[config.mk]
export PLATFORM = sky130hd
export DESIGN_NAME = msg_reg
export DESIGN_NICKNAME = d
export VERILOG_FILES = /design/src/rtl/msg_reg_pkg.sv /design/src/rtl/msg_reg_buf.sv /design/src/rtl/msg_reg.sv
export SDC_FILE = /design/constraint.sdc
export NUM_CORES = 1
export LEC_CHECK = 0
export CORE_UTILIZATION = 40
export CTS_CLUSTER_SIZE = 24
export DETAILED_ROUTE_END_ITERATION = 10
export PLACE_DENSITY = 0.56
export SYNTH_ARGS = -nofsm -noshare
export SYNTH_HDL_FRONTEND = slang
export SYNTH_SLANG_ARGS = --single-unit
[constraint.sdc]
create_clock -name clk -period 2 [get_ports clk]
set_clock_uncertainty 0.2 [all_clocks]
set_input_delay 0.3 -clock clk [delete_from_list [all_inputs] [get_ports clk]]
set_output_delay 0.3 -clock clk [all_outputs]
set_load 0.05 [all_outputs]
[src/rtl/msg_reg_pkg.sv]
// Shared types and constants for the message register block.
package msg_reg_pkg;

  localparam int unsigned DEPTH_DEFAULT = 8;

  typedef enum logic [1:0] {
    IDLE     = 2'b00,
    WAIT     = 2'b01,
    TRANSMIT = 2'b11
  } state_e;

endpackage

[src/rtl/msg_reg_buf.sv]
// Message byte store: synchronous write port, combinational read port, cleared on reset.
module msg_buf
  import msg_reg_pkg::*;
#(
  parameter int unsigned DEPTH = DEPTH_DEFAULT,
  localparam int unsigned AW   = (DEPTH > 1) ? $clog2(DEPTH) : 1
) (
  input  logic          clk,
  input  logic          nRst,
  input  logic          we_i,
  input  logic [AW-1:0] waddr_i,
  input  logic [7:0]    wdata_i,
  input  logic [AW-1:0] raddr_i,
  output logic [7:0]    rdata_o
);

  logic [7:0] mem_q [DEPTH];

  always_ff @(posedge clk or negedge nRst) begin
    if (!nRst) begin
      for (int unsigned i = 0; i < DEPTH; i++) begin
        mem_q[i] <= '0;
      end
    end else if (we_i) begin
      mem_q[waddr_i] <= wdata_i;
    end
  end

  assign rdata_o = mem_q[raddr_i];

endmodule

[src/rtl/msg_reg.sv]
// Collects message bytes while in WAIT, then hands them one at a time to the
// transmitter with at least one idle cycle between strobes.
module msg_reg
  import msg_reg_pkg::*;
#(
  parameter int unsigned DEPTH = DEPTH_DEFAULT
) (
  input  logic       clk,
  input  logic       nRst,
  input  logic       ready,
  input  logic       transmit_ready,
  input  logic [7:0] data,
  output logic       blue,
  output logic       tx_ctrl,
  output logic [7:0] tx_byte
);

  localparam int unsigned AW = (DEPTH > 1) ? $clog2(DEPTH) : 1;
  localparam int unsigned CW = $clog2(DEPTH + 1);
  localparam logic [CW-1:0] FULL = CW'(DEPTH);
  localparam logic [CW-1:0] ONE  = CW'(1);

  state_e          state_q, state_d;
  logic [CW-1:0]   count_q, count_d;
  logic [CW-1:0]   wr_ptr_q, wr_ptr_d;
  logic [CW-1:0]   rd_ptr_q, rd_ptr_d;
  logic            tx_ctrl_q, tx_ctrl_d;
  logic [7:0]      tx_byte_q, tx_byte_d;
  logic            blue_q, blue_d;

  logic            we;
  logic [AW-1:0]   waddr;
  logic [7:0]      rdata;
  logic            fire;
  logic            last;

  // A write is accepted in IDLE (always slot 0) or in WAIT while space remains.
  assign we    = ready && ((state_q == IDLE) || ((state_q == WAIT) && (count_q < FULL)));
  assign waddr = (state_q == IDLE) ? '0 : wr_ptr_q[AW-1:0];
  assign fire  = (state_q == TRANSMIT) && transmit_ready && !tx_ctrl_q;
  assign last  = (rd_ptr_q == (count_q - ONE));

  msg_buf #(.DEPTH(DEPTH)) u_buf (
    .clk     (clk),
    .nRst    (nRst),
    .we_i    (we),
    .waddr_i (waddr),
    .wdata_i (data),
    .raddr_i (rd_ptr_q[AW-1:0]),
    .rdata_o (rdata)
  );

  always_ff @(posedge clk or negedge nRst) begin
    if (!nRst) begin
      state_q <= IDLE;
    end else begin
      state_q <= state_d;
    end
  end

  always_comb begin
    state_d = state_q;
    unique case (state_q)
      IDLE:     if (ready)          state_d = WAIT;
      WAIT:     if (transmit_ready) state_d = TRANSMIT;
      TRANSMIT: if (fire && last)   state_d = IDLE;
      default:                      state_d = IDLE;
    endcase
  end

  always_comb begin
    count_d   = count_q;
    wr_ptr_d  = wr_ptr_q;
    rd_ptr_d  = rd_ptr_q;
    tx_ctrl_d = 1'b0;
    tx_byte_d = tx_byte_q;
    unique case (state_q)
      IDLE: begin
        if (ready) begin
          count_d  = ONE;
          wr_ptr_d = ONE;
        end
      end
      WAIT: begin
        // The count update lands on the same edge as the move to TRANSMIT,
        // so a byte arriving with transmit_ready is still sent.
        if (we) begin
          count_d  = count_q + ONE;
          wr_ptr_d = wr_ptr_q + ONE;
        end
        if (transmit_ready) rd_ptr_d = '0;
      end
      TRANSMIT: begin
        if (fire) begin
          tx_ctrl_d = 1'b1;
          tx_byte_d = rdata;
          if (last) begin
            count_d  = '0;
            wr_ptr_d = '0;
            rd_ptr_d = '0;
          end else begin
            rd_ptr_d = rd_ptr_q + ONE;
          end
        end
      end
      default: ;
    endcase
    blue_d = (state_d == WAIT);
  end

  always_ff @(posedge clk or negedge nRst) begin
    if (!nRst) begin
      count_q   <= '0;
      wr_ptr_q  <= '0;
      rd_ptr_q  <= '0;
      tx_ctrl_q <= 1'b0;
      tx_byte_q <= '0;
      blue_q    <= 1'b0;
    end else begin
      count_q   <= count_d;
      wr_ptr_q  <= wr_ptr_d;
      rd_ptr_q  <= rd_ptr_d;
      tx_ctrl_q <= tx_ctrl_d;
      tx_byte_q <= tx_byte_d;
      blue_q    <= blue_d;
    end
  end

  assign blue    = blue_q;
  assign tx_ctrl = tx_ctrl_q;
  assign tx_byte = tx_byte_q;

endmodule

==> results of run 1 <==
[metrics by stage]
stage	setup TNS [ps]	setup slack (ps)	cells	util	hold slack, ps
after floorplan	0	121	302	-	-196
after global placement	-7750	-249	475	0.473	-24.4
after detailed placement	-8400	-262	475	0.473	-26.6
after CTS	0	13.1	492	0.495	144
after global routing	0	9.76	492	0.497	152
final	0	78.8	492	0.497	153
[kinds of logic (layout without fill, tap and decap cells)]
logic type                 count (synthesis)  after routing  synth area share
AOI/OAI and AO/OA                         34             34            0.0520
xor gates and xnor gates                   5              5            0.0175
adders and majority gates                  4              4            0.0121
and+or+nand+nor                           64             64            0.0855
DFF                                       87             87             0.526
buffers and inverters                     20             77            0.0269
muxes                                     88             88             0.280
[Yosys cell counts (2+ instances only)]
library cell                n
sky130_fd_sc_hd__a21oi_2    2
sky130_fd_sc_hd__buf_2      5
sky130_fd_sc_hd__buf_4      4
sky130_fd_sc_hd__buf_6      2
sky130_fd_sc_hd__clkbuf_1   3
sky130_fd_sc_hd__dfrtp_1   87
sky130_fd_sc_hd__ha_1       4
sky130_fd_sc_hd__inv_1      5
sky130_fd_sc_hd__mux2_1     8
sky130_fd_sc_hd__mux2_2    56
sky130_fd_sc_hd__mux2i_1    8
sky130_fd_sc_hd__mux4_2    16
sky130_fd_sc_hd__nand2_1   24
sky130_fd_sc_hd__nand2b_1   3
sky130_fd_sc_hd__nand3_1    7
sky130_fd_sc_hd__nand4_2    2
sky130_fd_sc_hd__nor2_1     7
sky130_fd_sc_hd__nor2b_1    5
sky130_fd_sc_hd__nor3b_1    4
sky130_fd_sc_hd__o211ai_1   4
sky130_fd_sc_hd__o21ai_0   13
sky130_fd_sc_hd__o21ai_1    5
sky130_fd_sc_hd__xnor2_2    2
sky130_fd_sc_hd__xor2_1     2
[worst paths after layout]
path,startpoint,to,cells after the start
hold / removal,nRst,count_q[1],2
setup / recovery,ready,u_buf.mem_q[11],7
min in group clk,tx_byte[4],tx_byte[4],2
max in group asynchronous,nRst,u_buf.mem_q[47],3
hold reg to reg,tx_byte[4],tx_byte[4],2
setup reg to reg,state_q[0],u_buf.mem_q[11],6
[critical path: stages]
cell                              delay (ps)
sky130_fd_sc_hd__clkdlybuf4s50_1         540
sky130_fd_sc_hd__nor2b_1                 190
sky130_fd_sc_hd__nand2_1                 100
sky130_fd_sc_hd__nor2_2                  140
sky130_fd_sc_hd__and3_1                  210
sky130_fd_sc_hd__buf_4                   150
sky130_fd_sc_hd__mux2_1                  320
[routing by layer]
| metal | up-vias | part of all wire | global-route usage |
|---|---|---|---|
| li1 | 1203 | - | - |
| met1 | 1341 | 0.48 | 0.237 |
| met2 | 39 | 0.48 | 0.279 |
| met3 | 8 | 0.030 | 0.0378 |
| met4 | 0 | 0.011 | 0.0439 |
| met5 | - | 0 | 0 |
[sequential cells by signal (all words and copies together), names as in the netlist]
| name | flops |
|---|---|
| blue | 1 |
| tx_byte | 8 |
| wr_ptr_q | 3 |
| rd_ptr_q | 4 |
| state_q | 2 |
| count_q | 4 |
| tx_ctrl | 1 |
| u_buf.mem_q | 64 |
[power by group through the flow]
stage,sequential [mW],combinational (mW),clock (mW)
6_report,2.97,3.35,1.29
5_1_grt,3.08,3.68,1.39
4_1_cts,2.98,3.35,1.33
3_5_place_dp,3.01,3.35,0
3_3_place_gp,2.99,3.28,0
2_1_floorplan,3.09,2.31,0
[timing repair]
item / CTS / global route
setup endpoints to repair: 1 / 6
hold endpoints to repair: 87 / 0
gates resized for setup: 1 / 4
hold buffers: 1 / 0
gates cloned: 0 / 0
[area by class of cell]
type,count,area [um^2]
Fill cell,902,4990
Sequential cell,87,2180
Multi-Input combinational cell,195,1870
Timing Repair Buffer,56,479
Tap cell,133,166
Clock buffer,11,151
Clock inverter,5,63.8
Inverter,5,18.8
==> implementation parameters, run 1 <==
Parameter                              Value

Status
  Run status ... complete, no violations

Route
  Number of nets with antenna violations after routing ... 0
  Detailed-route DRC error count ... 0
  Total length of routed wires ... between 8 and 9 mm
  Routed len/inst ... between 15 and 20 um
  Router iterations before antenna repair ... 4
  First-iteration detailed-routing DRC count ... between 80 and 90
  Drt via density ... 5.27
  Via total after detailed routing ... about 2,600

Setup path
  Worst setup EP type ... flop
  Worst path arrival time ... about 2000 ps
  Setup slack of the worst register-to-register path ... roughly 120 ps
  Sort of element at the start of the critical path ... primary input
  CP max FO ... 4
  Data required, critical path ... about 2000 ps
  Type of the setup path with the least slack ... in -> reg

Finish
  Commonest cells after routing, fill and taps aside ... sky130_fd_sc_hd__dfrtp_1 (87), sky130_fd_sc_hd__mux2_2 (56), sky130_fd_sc_hd__buf_4 (41), sky130_fd_sc_hd__nand2_1 (24), sky130_fd_sc_hd__mux4_2 (16)
  Number of antenna repair diodes ... 0
  Final net count ... 370
  Share of layout cells above drive strength 1 ... 0.407
  Area grow syn2layout ... 18.9%
  Post-route standard cell area excluding fillers ... 0.00492 mm^2
  Most common cell after layout, fill and taps aside ... sky130_fd_sc_hd__dfrtp_1

Floorplan
  Initial core utilization ... 0.418
  Number of primary I/O pins ... 22
  DIE AREA ... between 0.01 and 0.015 mm^2
  Die Y ... 104 um
  Num rows ... 36
  Std-Cell Core Area ... between 0.009 and 0.01 mm^2
  Width of the die ... just over 100 um

GRT
  Initial antenna violation count ... 0
  Total overflow reported by the global router ... 0
  Number of global-route vias before repair ... 2,628
  Wire length of the first global-routing pass ... between 10 and 15 mm
  Largest net degree at the start of global routing ... 55
  Overall routing resource usage ... 0.172

STA
  Clock period minus worst slack ... roughly 1900 ps
  Share of the clock period used by the worst path ... 0.961
  Relative slew margins ... 0.662
  RSZ-0062 raised after global routing ... false
  Final count of hold timing violations ... 0
  Max Fclk ... ~520 MHz
  Setup-violating endpoint count in the final report ... 0
  Transition time of the tightest slew-check pin ... 506 ps
  Final slew viol count ... 0

Synthesis
  Avg Synthesized Cell Area ... ~14 um^2
  Count of different cell masters after synthesis ... 48
  Number of enable flip-flop cells after synthesis ... 0
  Synthesized instance count ... 302
  Cell area after synthesis ... approximately 0.0041 mm^2
  Number of synthesis warnings ... 0
  Number of nets in the synthesized netlist ... 318
  Cell type with the largest total area after synthesis ... sky130_fd_sc_hd__dfrtp_1
  Sequential-to-total area share from yosys stat ... 0.526
  Synth top area share ... 0.526
  Async set-or-reset flop fraction in the synthesized netlist ... 1.00
  Area contributors post-synth ... sky130_fd_sc_hd__dfrtp_1 (53%), sky130_fd_sc_hd__mux2_2 (15%), sky130_fd_sc_hd__mux4_2 (8.7%)
  Count of state elements after synthesis ... 87
  Synth Flop Type ... sky130_fd_sc_hd__dfrtp_1

Clock tree
  Post-CTS setup buffer count ... 0
  Cts bufs inserted ... 9
  Clock root cell ... sky130_fd_sc_hd__clkbuf_8
  Number of sinks handled by clock tree synthesis ... between 80 and 90
  Worst skew pair latency ... roughly 350 ps
  Clock-pin slew of the registers on the worst-case setup and hold paths ... roughly 90 ps
  Clock H-tree levels ... 3
  Maximum number of buffers from clock root to sink ... 2
  Clock tree from TritonCTS ... done

Pwr
  Power share of the clock group ... 0.169
  Switching power of the nets ... about 2.7 mW
  Total power ... approximately 7.6 mW
  Max IR drop VDD ... 0.652 mV
  Power density over cell area ... 1550 mW/mm^2
  Cell-internal power ... slightly below 5 mW
  Fraction of power spent switching nets ... 0.357
  Share of total power in combinational logic ... 0.440
  Leakage power total ... between 2 and 2.5 nW
  Reg power frac ... 0.391

Worst hold path
  Worst hold-check path type ... in -> async

Place
  Port Buffers ... 21
  Placed Area ... ~0.0047 mm^2
  Final GP Congestion ... around 0.74
  Post-detailed-placement half-perimeter wirelength ... approximately 6 mm

Run
  Max_cap viols ... 0
No activity file was read; power rests on OpenSTA's default activity.
==> run 2: changes to the inputs <==
PLACE_DENSITY = default   (was 0.56)
PLACE_DENSITY_LB_ADDON = 0.1   (was default)
SLEW_MARGIN = 20   (was default)
==> run 2 against run 1 <==
Compared with the run above:
- global-route usage about the same
- clock power about the same
- routed wire length down 0.51%
- sequential power about the same
- non-clock buffer count up 1
- critical endpoint is now rd_ptr_q[1]
- largest cell class unchanged
==> implementation parameters, run 2 (synthesized netlist as in run 1, its figures left out) <==
Parameter                              Value

Route
  Via total after detailed routing ... 2,566 (-0.96%)
  Router iterations before antenna repair ... 4 (unchanged)
  Drt via density ... 5.20 (-1.2%)
  First-iteration detailed-routing DRC count ... 79 (-10%)
  Number of nets with antenna violations after routing ... 0 (unchanged)
  Total length of routed wires ... 8.45 mm (-0.51%)
  Detailed-route DRC error count ... 0 (unchanged)
  Routed len/inst ... 17.1 um (-0.71%)

Place
  Post-detailed-placement half-perimeter wirelength ... 5.82 mm (-2.3%)
  Post-Place Cells ... 476 (+0.21%)
  Placed Area ... 0.00472 mm^2 (+0.75%)
  Port Buffers ... 21 (unchanged)
  Final GP Congestion ... 0.719 (-2.2%)

Setup path
  CP max FO ... 11 (+7)
  Type of the setup path with the least slack ... reg -> reg
  Data required, critical path ... 2090 ps (+70 ps)
  Worst path arrival time ... 1950 ps (about the same)
  Worst setup EP type ... flop
  Sort of element at the start of the critical path ... flop

Pwr
  Power density over cell area ... 1530 mW/mm^2 (-0.92%)
  Total power ... 7.57 mW (-0.47%)
  Leakage power total ... 2.24 nW (+0.63%)
  Max IR drop VDD ... 0.729 mV (+12%)

Clock tree
  Clock root cell ... sky130_fd_sc_hd__clkbuf_8
  Clock-pin slew of the registers on the worst-case setup and hold paths ... 100 ps (about the same)
  Cts bufs inserted ... 9 (unchanged)
  Clock tree from TritonCTS ... done
  Maximum number of buffers from clock root to sink ... 2 (unchanged)
  Clock H-tree levels ... 3 (unchanged)
  Worst skew pair latency ... 360 ps (about the same)
  Number of sinks handled by clock tree synthesis ... 87 (unchanged)

Finish
  Final net count ... 371 (+0.27%)
  Commonest cells after routing, fill and taps aside ... sky130_fd_sc_hd__dfrtp_1 (87), sky130_fd_sc_hd__mux2_2 (56), sky130_fd_sc_hd__buf_4 (39), sky130_fd_sc_hd__nand2_1 (24), sky130_fd_sc_hd__mux4_2 (16)
  Register containing the most flip-flops in the final layout ... u_buf.mem_q
  Post-route standard cell area excluding fillers ... 0.00494 mm^2 (+0.46%)
  Number of antenna repair diodes ... 0 (unchanged)
  Combined flip-flop and latch cell area ... 0.00218 mm^2 (unchanged)
  Multi-input gate area in the final layout ... 0.00186 mm^2 (-0.40%)
  Most common cell after layout, fill and taps aside ... sky130_fd_sc_hd__dfrtp_1
  Max FFs per register ... 64 (unchanged)
  Final design utilization ... 0.499 (+0.00227)
  Number of non-filler instances in the completed layout ... 493 (+0.20%)
  Fill cell total of the finished layout ... 885 (-1.9%)
  Share of layout cells above drive strength 1 ... 0.403 (-0.00391)
  Area grow syn2layout ... 19.4%

STA
  Clock period minus worst slack ... 1870 ps (-55.9 ps)
  Share of the clock period used by the worst path ... 0.933 (-0.0280)
  Max Fclk ... 536 MHz (+3.0%)
  Final count of hold timing violations ... 0 (unchanged)
  Transition time of the tightest slew-check pin ... 498 ps (-7.16 ps)
  Final hold slack ... 192 ps (+39.2 ps)
  Relative slew margins ... 0.667 (+0.00478)
  Final slew viol count ... 0 (unchanged)
  Setup-violating endpoint count in the final report ... 0 (unchanged)

GRT
  Number of global-route vias before repair ... 2,657 (+1.1%)
  Overall routing resource usage ... 0.172 (about the same)
  Initial antenna violation count ... 0 (unchanged)
  Total overflow reported by the global router ... 0 (unchanged)
  Wire length of the first global-routing pass ... 14.3 mm (about the same)
  Largest net degree at the start of global routing ... 30 (-45%)

Status
  Run status ... complete, no violations

Floorplan
  Die Y ... 104 um (unchanged)
  Initial core utilization ... 0.418 (unchanged)
  Number of primary I/O pins ... 22 (unchanged)
  Num rows ... 36 (unchanged)
  DIE AREA ... 0.0108 mm^2 (unchanged)
  Std-Cell Core Area ... 0.00991 mm^2 (unchanged)
  Width of the die ... 104 um (unchanged)

Worst hold path
  Worst hold-check path type ... in -> async

Run
  Max_cap viols ... 0 (unchanged)
run 2: cell type report:
class                           instances  share of cell area
Sequential cell                        87               0.440
Inverter                                5             0.00380
Clock buffer                           10              0.0278
Tap cell                              133              0.0337
Timing Repair Buffer                   57               0.104
Clock inverter                          6              0.0149
Multi-Input combinational cell        195               0.376
run 2: metrics by stage:
| stage | setup TNS [ps] | setup slack, ps |
|---|---|---|
| after floorplan | 0 | 121 |
| after global placement | -8180 | -217 |
| after detailed placement | -8010 | -230 |
| after CTS | 0 | 19.0 |
| after global routing | -0.603 | -0.603 |
| final | 0 | 135 |
run 2: final timing paths:
| check | end | depth (start not counted) | slack (ps) | start |
|---|---|---|---|---|
| max reg2reg | rd_ptr_q[1] | 5 | 130 | state_q[0] |
| min in group clk | tx_byte[3] | 2 | 290 | tx_byte[3] |
| min reg2reg | tx_byte[3] | 2 | 290 | tx_byte[3] |
| max in group asynchronous | u_buf.mem_q[49] | 3 | 820 | nRst |
| max | rd_ptr_q[1] | 5 | 130 | state_q[0] |
| min | rd_ptr_q[2] | 2 | 190 | nRst |
run 2: what timing repair did:
| action | 4_1_cts | 5_1_grt |
|---|---|---|
| hold buffers | 1 | 0 |
| endpoints found under the setup margin | 2 | 5 |
| resized for setup | 2 | 2 |
| setup buffers | 0 | 0 |
| endpoints found under the hold margin | 36 | 0 |
run 2: routing by layer:
| metal | vias up | part of all wire | global-route usage |
|---|---|---|---|
| met5 | - | 0 | 0 |
| met4 | 0 | 0.017 | 0.0643 |
| met3 | 10 | 0.020 | 0.0233 |
| met2 | 39 | 0.46 | 0.260 |
| met1 | 1307 | 0.51 | 0.254 |
| li1 | 1210 | - | - |
run 2: worst max-delay path: stages (launching register included):
cell                      delay [ps]
sky130_fd_sc_hd__dfrtp_1         470
sky130_fd_sc_hd__buf_4           220
sky130_fd_sc_hd__and2_1          330
sky130_fd_sc_hd__o21ai_1         170
sky130_fd_sc_hd__or2_1           270
sky130_fd_sc_hd__o21ai_1         140
run 2: report_power, final:
| group | switching [mW] | internal [mW] | total [mW] | leakage (nW) |
|---|---|---|---|---|
| sequential | 0.464 | 2.51 | 2.97 | 1.11 |
| combinational | 1.58 | 1.72 | 3.30 | 1.03 |
| clock | 0.675 | 0.630 | 1.30 | 0.108 |
